==> config.mk <==
export PLATFORM = sky130hd
export DESIGN_NAME = dmem_write_buffer
export DESIGN_NICKNAME = d
export VERILOG_FILES = /design/src/rtl/dmem_write_buffer.sv
export SDC_FILE = /design/constraint.sdc
export NUM_CORES = 2
export LEC_CHECK = 0
export BUFFER_PORTS_ARGS = -buffer_cell sky130_fd_sc_hd__buf_4
export CAP_MARGIN = 10
export CELL_PAD_IN_SITES_DETAIL_PLACEMENT = 1
export CELL_PAD_IN_SITES_GLOBAL_PLACEMENT = 1
export CORE_ASPECT_RATIO = 0.5
export CORE_UTILIZATION = 35
export CTS_CLUSTER_DIAMETER = 200
export CTS_CLUSTER_SIZE = 8
export DETAILED_ROUTE_END_ITERATION = 12
export PLACE_DENSITY = 0.64
export SLEW_MARGIN = 20
export SYNTH_ARGS = -nofsm -noshare
export SYNTH_HDL_FRONTEND = slang
export SYNTH_SLANG_ARGS = --single-unit
==> constraint.sdc <==
create_clock -name clk -period 27.3 [get_ports clk]
set_clock_uncertainty 0.2 [all_clocks]
set_input_delay 2.73 -clock clk [delete_from_list [all_inputs] [get_ports clk]]
set_output_delay 2.73 -clock clk [all_outputs]
set_load 0.005 [all_outputs]
==> src/rtl/dmem_write_buffer.sv <==
// Line-granular write buffer between the D-cache memory-side port and slow data memory.
// Absorbs cache write-backs, drains them in FIFO order and serves reads that hit buffered lines.
module dmem_write_buffer #(
    parameter int DEPTH = 4,
    parameter int AW    = 28,
    parameter int DW    = 128
) (
    input  logic                   clk,
    input  logic                   rst_n,
    input  logic                   c_read,
    input  logic                   c_write,
    input  logic [AW-1:0]          c_addr,
    input  logic [DW-1:0]          c_wdata,
    output logic [DW-1:0]          c_rdata,
    output logic                   c_ready,
    output logic                   mem_read,
    output logic                   mem_write,
    output logic [AW-1:0]          mem_addr,
    output logic [DW-1:0]          mem_wdata,
    input  logic [DW-1:0]          mem_rdata,
    input  logic                   mem_ready,
    output logic                   wb_empty,
    output logic [$clog2(DEPTH):0] wb_count
);
    localparam int PW = $clog2(DEPTH);
    localparam logic [PW:0] FULL = (PW+1)'(DEPTH);

    typedef enum logic [1:0] {M_IDLE, M_WRITE, M_READ} mstate_t;

    mstate_t          state_reg, state_next;
    logic [AW-1:0]    addr_mem [DEPTH];
    logic [DW-1:0]    data_mem [DEPTH];
    logic [DEPTH-1:0] valid_reg, valid_next;
    logic [PW-1:0]    head_reg, head_next;
    logic [PW-1:0]    tail_reg, tail_next;
    logic [PW:0]      count_reg, count_next;
    logic             rd_pending_reg, rd_pending_next;
    logic [AW-1:0]    rd_addr_reg, rd_addr_next;
    logic [DW-1:0]    c_rdata_reg, c_rdata_next;
    logic             c_ready_reg, c_ready_next;
    logic             mem_read_reg, mem_read_next;
    logic             mem_write_reg, mem_write_next;
    logic [AW-1:0]    mem_addr_reg, mem_addr_next;
    logic [DW-1:0]    mem_wdata_reg, mem_wdata_next;
    logic             wb_empty_reg, wb_empty_next;

    logic             wr_en;
    logic [PW-1:0]    wr_idx;
    logic             push, pop, accept;
    logic             wr_hit, rd_hit;
    logic [PW-1:0]    wr_hit_idx, rd_hit_idx;
    logic [DEPTH-1:0] wr_match;
    logic [DEPTH-1:0] rd_match;
    logic [PW-1:0]    rd_idx [DEPTH];
    logic             head_busy;

    // The head is off-limits for coalescing once its drain has been (or is being) launched,
    // otherwise the new data would be popped without ever reaching memory.
    assign head_busy = (state_reg == M_WRITE) ||
                       (state_reg == M_IDLE && !rd_pending_reg && count_reg != '0);

    // rd_match is ordered oldest-to-youngest so the last hit is the youngest copy.
    generate
        for (genvar gi = 0; gi < DEPTH; gi++) begin : g_match
            assign wr_match[gi] = valid_reg[gi] && (addr_mem[gi] == c_addr) &&
                                  !(head_busy && head_reg == PW'(gi));
            assign rd_idx[gi]   = head_reg + PW'(gi);
            assign rd_match[gi] = valid_reg[rd_idx[gi]] && (addr_mem[rd_idx[gi]] == c_addr);
        end
    endgenerate

    always_comb begin
        wr_hit     = 1'b0;
        wr_hit_idx = '0;
        rd_hit     = 1'b0;
        rd_hit_idx = '0;
        for (int i = 0; i < DEPTH; i++) begin
            if (wr_match[i]) begin
                wr_hit     = 1'b1;
                wr_hit_idx = PW'(i);
            end
            if (rd_match[i]) begin
                rd_hit     = 1'b1;
                rd_hit_idx = rd_idx[i];
            end
        end
    end

    always_comb begin
        state_next      = state_reg;
        valid_next      = valid_reg;
        head_next       = head_reg;
        tail_next       = tail_reg;
        rd_pending_next = rd_pending_reg;
        rd_addr_next    = rd_addr_reg;
        c_rdata_next    = c_rdata_reg;
        c_ready_next    = 1'b0;
        mem_read_next   = mem_read_reg;
        mem_write_next  = mem_write_reg;
        mem_addr_next   = mem_addr_reg;
        mem_wdata_next  = mem_wdata_reg;
        wr_en           = 1'b0;
        wr_idx          = tail_reg;
        push            = 1'b0;
        pop             = 1'b0;
        accept          = !c_ready_reg && !rd_pending_reg;

        if (accept && c_write) begin
            if (wr_hit) begin
                wr_en        = 1'b1;
                wr_idx       = wr_hit_idx;
                c_ready_next = 1'b1;
            end else if (count_reg != FULL) begin
                wr_en        = 1'b1;
                push         = 1'b1;
                c_ready_next = 1'b1;
            end
        end else if (accept && c_read) begin
            if (rd_hit) begin
                c_rdata_next = data_mem[rd_hit_idx];
                c_ready_next = 1'b1;
            end else begin
                rd_pending_next = 1'b1;
                rd_addr_next    = c_addr;
            end
        end

        case (state_reg)
            M_IDLE: begin
                if (rd_pending_reg) begin
                    state_next    = M_READ;
                    mem_read_next = 1'b1;
                    mem_addr_next = rd_addr_reg;
                end else if (count_reg != '0) begin
                    state_next     = M_WRITE;
                    mem_write_next = 1'b1;
                    mem_addr_next  = addr_mem[head_reg];
                    mem_wdata_next = data_mem[head_reg];
                end
            end
            M_WRITE: begin
                if (mem_ready) begin
                    pop            = 1'b1;
                    mem_write_next = 1'b0;
                    state_next     = M_IDLE;
                end
            end
            M_READ: begin
                if (mem_ready) begin
                    mem_read_next   = 1'b0;
                    rd_pending_next = 1'b0;
                    c_rdata_next    = mem_rdata;
                    c_ready_next    = 1'b1;
                    state_next      = M_IDLE;
                end
            end
            default: state_next = M_IDLE;
        endcase

        if (pop) begin
            valid_next[head_reg] = 1'b0;
            head_next            = head_reg + PW'(1);
        end
        if (push) begin
            valid_next[tail_reg] = 1'b1;
            tail_next            = tail_reg + PW'(1);
        end
        count_next    = count_reg + {{PW{1'b0}}, push} - {{PW{1'b0}}, pop};
        wb_empty_next = (count_next == '0);
    end

    always_ff @(posedge clk) begin
        if (wr_en) begin
            addr_mem[wr_idx] <= c_addr;
            data_mem[wr_idx] <= c_wdata;
        end
    end

    always_ff @(posedge clk or negedge rst_n) begin
        if (!rst_n) begin
            state_reg      <= M_IDLE;
            valid_reg      <= '0;
            head_reg       <= '0;
            tail_reg       <= '0;
            count_reg      <= '0;
            rd_pending_reg <= 1'b0;
            rd_addr_reg    <= '0;
            c_rdata_reg    <= '0;
            c_ready_reg    <= 1'b0;
            mem_read_reg   <= 1'b0;
            mem_write_reg  <= 1'b0;
            mem_addr_reg   <= '0;
            mem_wdata_reg  <= '0;
            wb_empty_reg   <= 1'b1;
        end else begin
            state_reg      <= state_next;
            valid_reg      <= valid_next;
            head_reg       <= head_next;
            tail_reg       <= tail_next;
            count_reg      <= count_next;
            rd_pending_reg <= rd_pending_next;
            rd_addr_reg    <= rd_addr_next;
            c_rdata_reg    <= c_rdata_next;
            c_ready_reg    <= c_ready_next;
            mem_read_reg   <= mem_read_next;
            mem_write_reg  <= mem_write_next;
            mem_addr_reg   <= mem_addr_next;
            mem_wdata_reg  <= mem_wdata_next;
            wb_empty_reg   <= wb_empty_next;
        end
    end

    assign c_rdata   = c_rdata_reg;
    assign c_ready   = c_ready_reg;
    assign mem_read  = mem_read_reg;
    assign mem_write = mem_write_reg;
    assign mem_addr  = mem_addr_reg;
    assign mem_wdata = mem_wdata_reg;
    assign wb_empty  = wb_empty_reg;
    assign wb_count  = count_reg;

endmodule

==> metrics <==
startpoint types flip-flop; fin area 63720 um2; post-route ant nets 0; drt wl/cell 32.03 um; max-cap violation count 0; yosys warns 0; first-pass GRT wire length 328.4 mm; vias per std cell 6.153; core footprint 152000 um2; Max H-tree Level 4; # setup viols final 0; CTS root buffer clkbuf_16; TritonCTS clock tree done; final setup TNS 0 ns; CP max stage delay 0.98 ns; max reg flops 512; initial antenna violation count 29; Final Critical Period 9.317 ns; net count after synthesis 4896; Lkg Pwr 23.28 nW; worst path cell trace buf_4 > buf_4 > buf_4 > mux2i_1 > o221a_2 > a41oi_1 > nor4_1 > nand4_1 > nor2b_4 > buf_4 > buf_4 > o32ai_1 > a211o_1 > a21oi_1 > o31ai_1; Logic pwr share 45.4%; CTS Buffer Depth 4; area grow syn2layout 18.65%; HPWL Detailed 139.8 mm; Power Internal 4.358 mW; Worst setup EP type flip-flop; Post-synth EDFFs 624; post-synthesis mux area share 16.66%; WP buf/inv 5; Simple-Gate Fraction of Synth Area 7.039%; fmax 0.1073 GHz; HP Class reg2reg; layout cells sized above 1 24.12%; met3 global-route usage 4.231%; Compound-Gate Fraction of Synth Area 17.74%; Pwr Density 113.5 nW/um2; Cell Rows 101; Hold Buf Count CTS 0; synthesized cell area 53700 um2; cells after synthesis 4593; Residual DRC 0; GRT Util Overall 28.75%; count of different cell masters after synthesis 75; arrival time worst endpoint 9.70 ns; post-layout util 41.91%; GRT overflow 0; DRT Wirelength 228.9 mm; clock power share 23.2%; Worst path most repeated cell buf_4; Seq cells post-synth 954; sequential area share after synthesis 50.27%; Top delay family on crit path buffers and inverters; Reg clk slew, reported paths 0.06 ns; global placement routability congestion 0.9459; final period utilization 34.13%; initial DRC count 4113; drt pass-1 iters 8; Sw Ratio 39.72%; RSZ-0062 raised after global routing no; final max-slew violation count 0; critical path class reg2reg; Die Area 155100 um2; Layout fillers 16158; gr busiest metal met2; R2R Setup Slk 17.98 ns; DR vias 43979; Switch Pwr 2.872 mW; Clock Latency Late Sink 0.78 ns; final hold vios 0; maximum vdd drop 81.72 uV; largest net degree at the start of global routing 186; Crit Path Max Fanout 54; Initial Util 35.33%; Final nets 5265; Max-Slew Margin vs Limit 11.65%; number of global-route vias before repair 45009; largest family of logic cells by synthesized area compound AO/OA/AOI/OAI gates; Top Ports 580; fraction of registers with async set/reset 34.59%; Die Y 279.0 um; Worst Tran Pin Value 1.322 ns; Post-CTS Setup Bufs 0; DP Area 59600 um2; PortBufs 579; GR met2 Demand/Resource 46.76%; synthesized area per cell 11.69 um2; total CTS buffers 145; Critical Path RT 27.68 ns; sequential power share 31.4%; Synth Area in Adders 0.3402%; met1 GRT Util 37.94%; status complete, no violations; # resized after CTS 0; ys flop type edfxtp_1; Die Width 556.0 um; CTS Sinks 954; Synth Area in XOR/XNOR 3.311%; slowest CP cell buf_4
logic make-up after synthesis:
family / after synthesis
flops: 954
xor+xnor: 203
fa+ha+maj: 14
simple gates: 905
compound gates: 1331
buf+inv: 575
mux: 611
cell usage after synthesis (all sizes together) (3+ instances only):
cell type	count	area, um2
and2	10	62.56
and3	5	31.28
a31oi	7	43.79
o31ai	128	960.9
a211o	130	1139
mux2	172	1937
nor2	160	600.6
a2111oi	7	63.81
nor3	9	50.05
a222oi	3	30.03
nand2b	11	68.82
a211oi	5	37.54
clkbuf	276	1036
o211ai	131	983.4
nand3	21	105.1
xnor2	167	1463
nor2b	6	37.54
nor4b	4	50.05
o22ai	137	857.1
or3	5	31.28
inv	141	529.3
nor4bb	3	30.03
nand4	37	231.5
nor4	20	125.1
xor2	36	315.3
o21ai	186	953.4
buf	158	927.2
o2bb2ai	16	140.1
ha	13	162.7
o21a	129	968.4
a221oi	9	78.83
o221ai	130	1139
edfxtp	624	18740
a22oi	4	30.03
nor3b	4	30.03
o32ai	115	1007
o2111ai	5	43.79
mux2i	230	2302
a311oi	3	26.28
nand2	602	2260
a22o	7	61.31
mux4	209	4707
a21oi	163	819.5
dfrtp	329	8233
a21boi	4	30.03
routing by layer:
metal  routed length (um)  vias to the layer above
li1                     -                    18508
met1                94890                    23310
met2               110400                     1744
met3                13700                      413
met4                 9901                        4
met5                   27                        -
power by group through the flow:
stage                     clock [mW]  sequential (mW)  combinational [mW]
final                           1.68             2.27                3.29
after global routing            1.76             2.30                3.49
after CTS                       1.70             2.27                3.28
after detailed placement           0             2.29                3.26
after global placement             0             2.27                3.19
after floorplan                    0             2.18                2.09
path summary, 6_finish.rpt:
check	cells after the start	startpoint	to
max	15	head_reg[1]	c_rdata[43]
min	2	mem_addr[2]	mem_addr[2]
max reg2reg	15	head_reg[1]	c_rdata[43]
min reg2reg	2	mem_addr[2]	mem_addr[2]
max in group asynchronous	3	rst_n	mem_addr[26]
min in group asynchronous	1	rst_n	mem_wdata[109]
through the flow:
step           power, mW  hold slack [ns]  cells  setup WS, ns
6_report           7.230           0.2758   7147         17.98
5_1_grt            7.539           0.3051   7146         17.84
4_1_cts            7.240           0.2845   7123         18.16
3_5_place_dp       5.548           0.2725   6875         18.19
3_3_place_gp       5.467           0.2630   6875         18.27
2_1_floorplan      4.265           0.2728   4593         15.49
worst register-to-register path, stage by stage, from the launching register on:
cell     delay (ns)
dfrtp_4        0.76
buf_4          0.60
buf_4          0.81
buf_4          0.90
mux2i_1        0.66
o221a_2        0.32
a41oi_1        0.11
nor4_1         0.77
nand4_1        0.61
nor2b_4        0.78
buf_4          1.01
buf_4          0.79
o32ai_1        0.19
a211o_1        0.35
a21oi_1        0.19
o31ai_1        0.10
layout make-up:
cell class / count / area (um2) / share of cell area (%)
clock buffer: 245 / 4025 / 6.317
timing repair buffer: 656 / 5045 / 7.917
inverter: 141 / 536.8 / 0.8424
sequential: 954 / 27000 / 42.38
tap: 2060 / 2577 / 4.045
antenna: 24 / 60.06 / 0.09425
clock inverter: 3 / 33.78 / 0.05302
multi-input combinational: 3064 / 24440 / 38.35
layout by cell type (no fill, tap or decap), types with 131 or more instances in the layout:
cell type,instances
buf_4,646
edfxtp_1,624
nand2_1,600
dfrtp_1,327
mux2i_1,230
mux4_2,209
o21ai_0,179
mux2_2,171
xnor2_1,167
a21oi_1,161
nor2_1,154
clkbuf_16,146
inv_1,139
o22ai_1,136
o211ai_1,131
(Power assumes the default switching activity.)
